--- config.mk ---
export PLATFORM = sky130hd
export DESIGN_NAME = sram_bank_ifc
export DESIGN_NICKNAME = d
export VERILOG_FILES = /design/src/rtl/sram_bank_ifc.sv
export SDC_FILE = /design/constraint.sdc
export NUM_CORES = 1
export LEC_CHECK = 0
export CAP_MARGIN = 20
export CELL_PAD_IN_SITES_DETAIL_PLACEMENT = 1
export CELL_PAD_IN_SITES_GLOBAL_PLACEMENT = 1
export CORE_AREA = 5 5 160 162
export DETAILED_ROUTE_END_ITERATION = 8
export DIE_AREA = 0 0 165 167
export MAX_ROUTING_LAYER = met4
export PLACE_DENSITY = 0.9
export SYNTH_ARGS = -nofsm -noshare
export SYNTH_HDL_FRONTEND = slang
export SYNTH_SLANG_ARGS = --single-unit
--- constraint.sdc ---
create_clock -name clk -period 4.5 [get_ports clk]
set_input_delay 0.9 -clock clk [delete_from_list [all_inputs] [get_ports clk]]
set_output_delay 0.9 -clock clk [all_outputs]
set_load 0.05 [all_outputs]
--- src/rtl/sram_bank_ifc.sv ---
// Fabric-to-SRAM bridge for NUM_BANKS single-port OpenRAM macros: bank decode,
// masked/replicated sub-word writes, tracked reads with aligned sub-word return.
module sram_bank_ifc #(
  parameter int unsigned DATA_W    = 32,
  parameter int unsigned BASE_AW   = 9,
  parameter int unsigned NUM_BANKS = 2,
  localparam int unsigned SUB_W    = $clog2(DATA_W),
  localparam int unsigned BANK_W   = (NUM_BANKS > 1) ? $clog2(NUM_BANKS) : 1,
  localparam int unsigned ADDR_W   = BANK_W + SUB_W + BASE_AW,
  localparam int unsigned MAXC     = SUB_W
) (
  input  logic                        clk,
  input  logic                        rst_n,
  input  logic                        fab_csb,
  input  logic                        fab_web,
  input  logic [ADDR_W-1:0]           fab_addr,
  input  logic [2:0]                  fab_conf,
  input  logic                        fab_sext,
  input  logic [DATA_W-1:0]           fab_wdata,
  input  logic                        out_reg,
  output logic [NUM_BANKS-1:0]        sram_csb,
  output logic                        sram_web,
  output logic [BASE_AW-1:0]          sram_addr,
  output logic [DATA_W-1:0]           sram_din,
  output logic [DATA_W-1:0]           sram_wmask,
  input  logic [NUM_BANKS*DATA_W-1:0] sram_dout,
  output logic [DATA_W-1:0]           fab_rdata,
  output logic                        fab_rvalid,
  output logic                        addr_err
);

  logic [BANK_W-1:0]    bank;
  logic [SUB_W-1:0]     sub;
  logic [BASE_AW-1:0]   base;
  logic                 bank_ok;
  logic                 acc_ok;
  logic [2:0]           c_eff;
  logic [SUB_W-1:0]     lo_mask;
  logic [SUB_W-1:0]     f_idx;
  logic [NUM_BANKS-1:0] csb_d;
  logic [DATA_W-1:0]    din_d;
  logic [DATA_W-1:0]    wmask_d;

  // S1 request attributes carried toward the read return
  logic                 s1_rd;
  logic [BANK_W-1:0]    s1_bank;
  logic [2:0]           s1_c;
  logic [SUB_W-1:0]     s1_f;
  logic                 s1_sext;

  // track register: describes the read whose data is on sram_dout now
  logic                 trk_rd;
  logic [BANK_W-1:0]    trk_bank;
  logic [2:0]           trk_c;
  logic [SUB_W-1:0]     trk_f;
  logic                 trk_sext;

  logic                 rvalid_q;
  logic [DATA_W-1:0]    rdata_q;
  logic [DATA_W-1:0]    bank_dout;
  logic [SUB_W-1:0]     trk_mask;
  logic [DATA_W-1:0]    shifted;
  logic                 sign_bit;
  logic [DATA_W-1:0]    field_c;

  assign {bank, sub, base} = fab_addr;
  assign bank_ok = {1'b0, bank} < (BANK_W + 1)'(NUM_BANKS);
  assign acc_ok  = !fab_csb && bank_ok;
  assign c_eff   = (fab_conf > 3'(MAXC)) ? 3'(MAXC) : fab_conf;
  assign lo_mask = ~({SUB_W{1'b1}} << c_eff);
  assign f_idx   = sub >> c_eff;

  // bank select, replicated write data and field write mask
  always_comb begin
    csb_d   = '1;
    din_d   = '0;
    wmask_d = '0;
    for (int b = 0; b < NUM_BANKS; b++) begin
      if (acc_ok && (bank == BANK_W'(b))) csb_d[b] = 1'b0;
    end
    for (int i = 0; i < DATA_W; i++) begin
      din_d[i]   = fab_wdata[SUB_W'(i) & lo_mask];
      wmask_d[i] = acc_ok && !fab_web && ((SUB_W'(i) >> c_eff) == f_idx);
    end
  end

  always_ff @(posedge clk or negedge rst_n) begin
    if (!rst_n) begin
      sram_csb   <= '1;
      sram_web   <= 1'b1;
      sram_addr  <= '0;
      sram_din   <= '0;
      sram_wmask <= '0;
      addr_err   <= 1'b0;
      s1_rd      <= 1'b0;
      s1_bank    <= '0;
      s1_c       <= '0;
      s1_f       <= '0;
      s1_sext    <= 1'b0;
    end else begin
      sram_csb   <= csb_d;
      sram_web   <= fab_web;
      sram_addr  <= base;
      sram_din   <= din_d;
      sram_wmask <= wmask_d;
      addr_err   <= !fab_csb && !bank_ok;
      s1_rd      <= acc_ok && fab_web;
      s1_bank    <= bank;
      s1_c       <= c_eff;
      s1_f       <= f_idx;
      s1_sext    <= fab_sext;
    end
  end

  always_ff @(posedge clk or negedge rst_n) begin
    if (!rst_n) begin
      trk_rd   <= 1'b0;
      trk_bank <= '0;
      trk_c    <= '0;
      trk_f    <= '0;
      trk_sext <= 1'b0;
    end else begin
      trk_rd   <= s1_rd;
      trk_bank <= s1_bank;
      trk_c    <= s1_c;
      trk_f    <= s1_f;
      trk_sext <= s1_sext;
    end
  end

  // pick the tracked bank's word and extract/extend the aligned field
  always_comb begin
    bank_dout = '0;
    for (int b = 0; b < NUM_BANKS; b++) begin
      if (trk_bank == BANK_W'(b)) bank_dout = sram_dout[b*DATA_W +: DATA_W];
    end
    trk_mask = ~({SUB_W{1'b1}} << trk_c);
    shifted  = bank_dout >> (trk_f << trk_c);
    sign_bit = trk_sext && shifted[trk_mask];
    field_c  = '0;
    for (int i = 0; i < DATA_W; i++) begin
      field_c[i] = ((SUB_W'(i) & ~trk_mask) == '0) ? shifted[i] : sign_bit;
    end
  end

  always_ff @(posedge clk or negedge rst_n) begin
    if (!rst_n) begin
      rvalid_q <= 1'b0;
      rdata_q  <= '0;
    end else begin
      rvalid_q <= trk_rd;
      if (trk_rd) rdata_q <= field_c;
    end
  end

  // unregistered mode shows the live field only while its strobe is up
  assign fab_rvalid = out_reg ? rvalid_q : trk_rd;
  assign fab_rdata  = (out_reg || !trk_rd) ? rdata_q : field_c;

endmodule

==> impl_metrics.env <==
export IMPL_power_static_leakage_nw=5.51
export IMPL_relSlewSlack=0.400
export IMPL_sw_frac_of_total=0.398
export IMPL_ir_drop_mv=0.253
export IMPL_die_width_um=165
export IMPL_final_util=0.546
export IMPL_dp_slack_ns=-0.0153
export IMPL_hold_ws_ns=0.346
export IMPL_worst_slack_ns=0.0181
export IMPL_critPathKind="in -> out"
export IMPL_nets=1389
export IMPL_synth_ff_type="dfrtp_1"
export IMPL_ys_seq_elements=131
export IMPL_maxCapViolations=0
export IMPL_switching_power_mw=1.91
export IMPL_drive_gt1_frac=0.233
export IMPL_synthAdderAreaFrac=0
export IMPL_grtUsageTotal=0.272
export IMPL_cpPeakStageDelay_ns=0.42
export IMPL_grt_first_pass_wirelength_mm=57.7
export IMPL_cp_start_kind="primary input"
export IMPL_power_frac_seq=0.284
export IMPL_drt_initial_drc_count=830
export IMPL_instances_no_fill=1606
export IMPL_synth_seq_area_share=0.374
export IMPL_cts_tree="built"
export IMPL_hold_class="reg -> reg"
export IMPL_cts_htree_levels=4
export IMPL_clkPwrFrac=0.295
export IMPL_arrival_ns=3.58
export IMPL_cp_cell_sequence="clkdlybuf4s50_1, mux2i_1, buf_4, mux2i_1, mux2i_1, o32ai_2, a211oi_2, nand4_4, o2111ai_4, buf_6, o211ai_1, buf_4, buf_12"
export IMPL_yosys_area_share_simple=0.172
export IMPL_start_util=0.366
export IMPL_yosys_area_share_xor_xnor=0.00599
export IMPL_synth_cells=1027
export IMPL_syn_avg_cell_area_um2=8.54
export IMPL_drc_errors=0
export IMPL_max_freq_ghz=0.223
export IMPL_die_area_mm2=0.0276
export IMPL_synth_compound_area_frac=0.215
export IMPL_clock_root_buffer="clkbuf_16"
export IMPL_synth_edf_count=0
export IMPL_muxShareOfSynthArea=0.181
export IMPL_skew_ns=0.0208
export IMPL_final_setup_tns_ns=0
export IMPL_drv_slew=0
export IMPL_dp_cells=1556
export IMPL_cts_buffer_depth=2
export IMPL_antenna_found_initial=0
export IMPL_gp_congestion=0.978
export IMPL_synth_area_leader_cell="dfrtp_1"
export IMPL_grt_overflow=0
export IMPL_cpLargestDelayFamily="buffers and inverters"
export IMPL_numCtsBuffers=17
export IMPL_rsz0062_at_grt="true"
export IMPL_internal_power_mw=2.89
export IMPL_ys_async_sr_fraction=1.00
export IMPL_dp_hpwl_mm=26.7
export IMPL_fin_crit_ns=4.48
export IMPL_endpoint_kind="output port"
export IMPL_routed_via_count=9667
export IMPL_combPwrFrac=0.421
export IMPL_syn_area_mm2=0.00877
export IMPL_yosysUniqueCellTypes=66
export IMPL_clk_pin_slew_ns=0.06
export IMPL_grt_max_degree=53
export IMPL_status="finished, final reports clean"
export IMPL_synth_top_area_frac=0.365
export IMPL_via_per_inst=6.02
export IMPL_grt_pass1_vias=10311
export IMPL_crit_top_cell="mux2i_1"
export IMPL_worst_pin_slew_ns=0.890
export IMPL_n_antenna_cell=0
export IMPL_insertion_delay_ns=0.43
export IMPL_period_share=0.996
export IMPL_ys_warn_count=0
export IMPL_wirelength_mm=38.6
export IMPL_path_max_fanout=5
export IMPL_critPathBufInv=5
export IMPL_row_count=57
export IMPL_numClockSinks=131
export IMPL_ctsHoldBuffers=0
export IMPL_synth_top_family_by_area="compound AO/OA/AOI/OAI gates"
export IMPL_cp_slowest_cell="clkdlybuf4s50_1"
export IMPL_areaGrowthSynthToFinish_pct=49.2
export IMPL_ant_nets=0
export IMPL_dr_pass1_iters=7
export IMPL_port_buffers=228
export IMPL_ys_top_cells_by_area="dfrtp_1 37%, mux2i_1 13%, nor2_1 5.8%"
export IMPL_finalSetupViolCount=0
export IMPL_critical_path_required_ns=3.60
export IMPL_synth_fp_nets=1147
export IMPL_die_y_um=167
export IMPL_p_per_area_mw_per_mm2=367
export IMPL_detail_route_wl_per_cell_um=24.0
export IMPL_io_pins=230
export IMPL_core_area_mm2=0.0240
export IMPL_finalHoldViolations=0
routing by layer:
layer	track usage	wire, um	up-vias
li1	-	-	4236
met1	0.320	14800	4844
met2	0.444	19000	488
met3	0.0729	3380	99
met4	0.0980	1370	0
met5	-	0	-
metrics by stage:
| stage | instance area (um2) | power (mW) |
|---|---|---|
| floorplan | 8820 | 2.46 |
| global placement | 11800 | 3.17 |
| detailed placement | 11800 | 3.22 |
| CTS | 12600 | 4.68 |
| global route | 13100 | 5.00 |
| finish | 13100 | 4.80 |
cell families (layout without fill, tap and decap cells):
kind of cell / after synthesis / after routing
and+or+nand+nor: 343 / 343
AOI/OAI and AO/OA: 290 / 290
muxes: 151 / 151
DFF: 131 / 131
buffers and inverters: 105 / 360
xor gates and xnor gates: 6 / 6
other: 1 / 1
path summary, 6_finish.rpt:
| path | from | end | slack (ns) | cells past startpoint |
|---|---|---|---|---|
| max | sram_dout[47] | fab_rdata[5] | 0.02 | 13 |
| min in group asynchronous | rst_n | sram_wmask[5] | 0.49 | 1 |
| min | s1_rd | trk_rd | 0.35 | 0 |
| max reg2reg | trk_c[1] | rdata_q[1] | 0.99 | 11 |
| min reg2reg | s1_rd | trk_rd | 0.35 | 0 |
| max in group asynchronous | rst_n | sram_din[30] | 2.93 | 2 |
power by group through the flow:
stage | sequential, mW | clock (mW) | combinational, mW
2_1_floorplan | 1.53 | 0 | 0.925
3_3_place_gp | 1.37 | 0 | 1.80
3_5_place_dp | 1.38 | 0 | 1.84
4_1_cts | 1.36 | 1.43 | 1.89
5_1_grt | 1.38 | 1.50 | 2.13
6_report | 1.36 | 1.41 | 2.02
cell type report:
cell class	count	area (um2)
well taps	324	405
inverters	12	45.0
clock inverters	14	155
clock buffers	18	429
flip-flops and latches	131	3280
repair buffers	316	3180
multi-input cells	791	5580
fillers	2670	10900
cell usage after synthesis (3+ instances only):
library cell	number
a311oi_1	12
o32ai_1	3
nor3_1	45
o21ai_1	10
clkbuf_1	63
o221ai_1	3
dfrtp_1	128
buf_6	4
inv_1	11
nand3b_1	3
dfstp_2	3
a2111oi_0	3
buf_2	11
a31oi_1	11
buf_4	4
nor2b_1	6
o22ai_1	44
a211oi_1	31
and2_1	4
nand4_1	4
nand2b_1	10
a221oi_1	3
nor2_1	136
o21ai_0	60
a22oi_1	8
mux2i_1	116
o31ai_1	4
nand3_1	24
buf_1	11
a21oi_1	58
o211ai_1	11
or2_2	4
xnor2_1	5
mux2_2	31
nand2_1	96
o21a_1	5
registers in the layout (all words and copies together) (netlist names), 2 cells and up:
signal	count
rdata_q	32
s1_c	3
s1_f	5
sram_addr	9
sram_csb	2
sram_din	32
sram_wmask	32
trk_c	3
trk_f	5
placed cells by master (no fill, tap or decap), types with 10 or more instances in the layout:
| cell type | count |
|---|---|
| o22ai_1 | 39 |
| buf_4 | 88 |
| nor2_1 | 123 |
| clkbuf_16 | 18 |
| mux2i_1 | 88 |
| dfrtp_1 | 127 |
| nand3_1 | 24 |
| a21oi_1 | 56 |
| a211oi_2 | 14 |
| o21ai_0 | 58 |
| buf_12 | 18 |
| a211oi_1 | 18 |
| inv_1 | 11 |
| nand2b_1 | 10 |
| buf_6 | 11 |
| o21ai_1 | 10 |
| nor2_2 | 10 |
| nor3_1 | 30 |
| nand2_1 | 95 |
| clkdlybuf4s50_1 | 195 |
| mux2i_2 | 27 |
| o211ai_1 | 11 |
| mux2_2 | 29 |
| nor3_2 | 10 |
what timing repair did:
item                                    in CTS  in global routing
gates cloned                                 1                  1
endpoints found under the setup margin      31                 31
setup buffers                                6                 10
resized for setup                           27                 93
pin swaps                                    7                 17
Power figures use the tool's default switching activity.
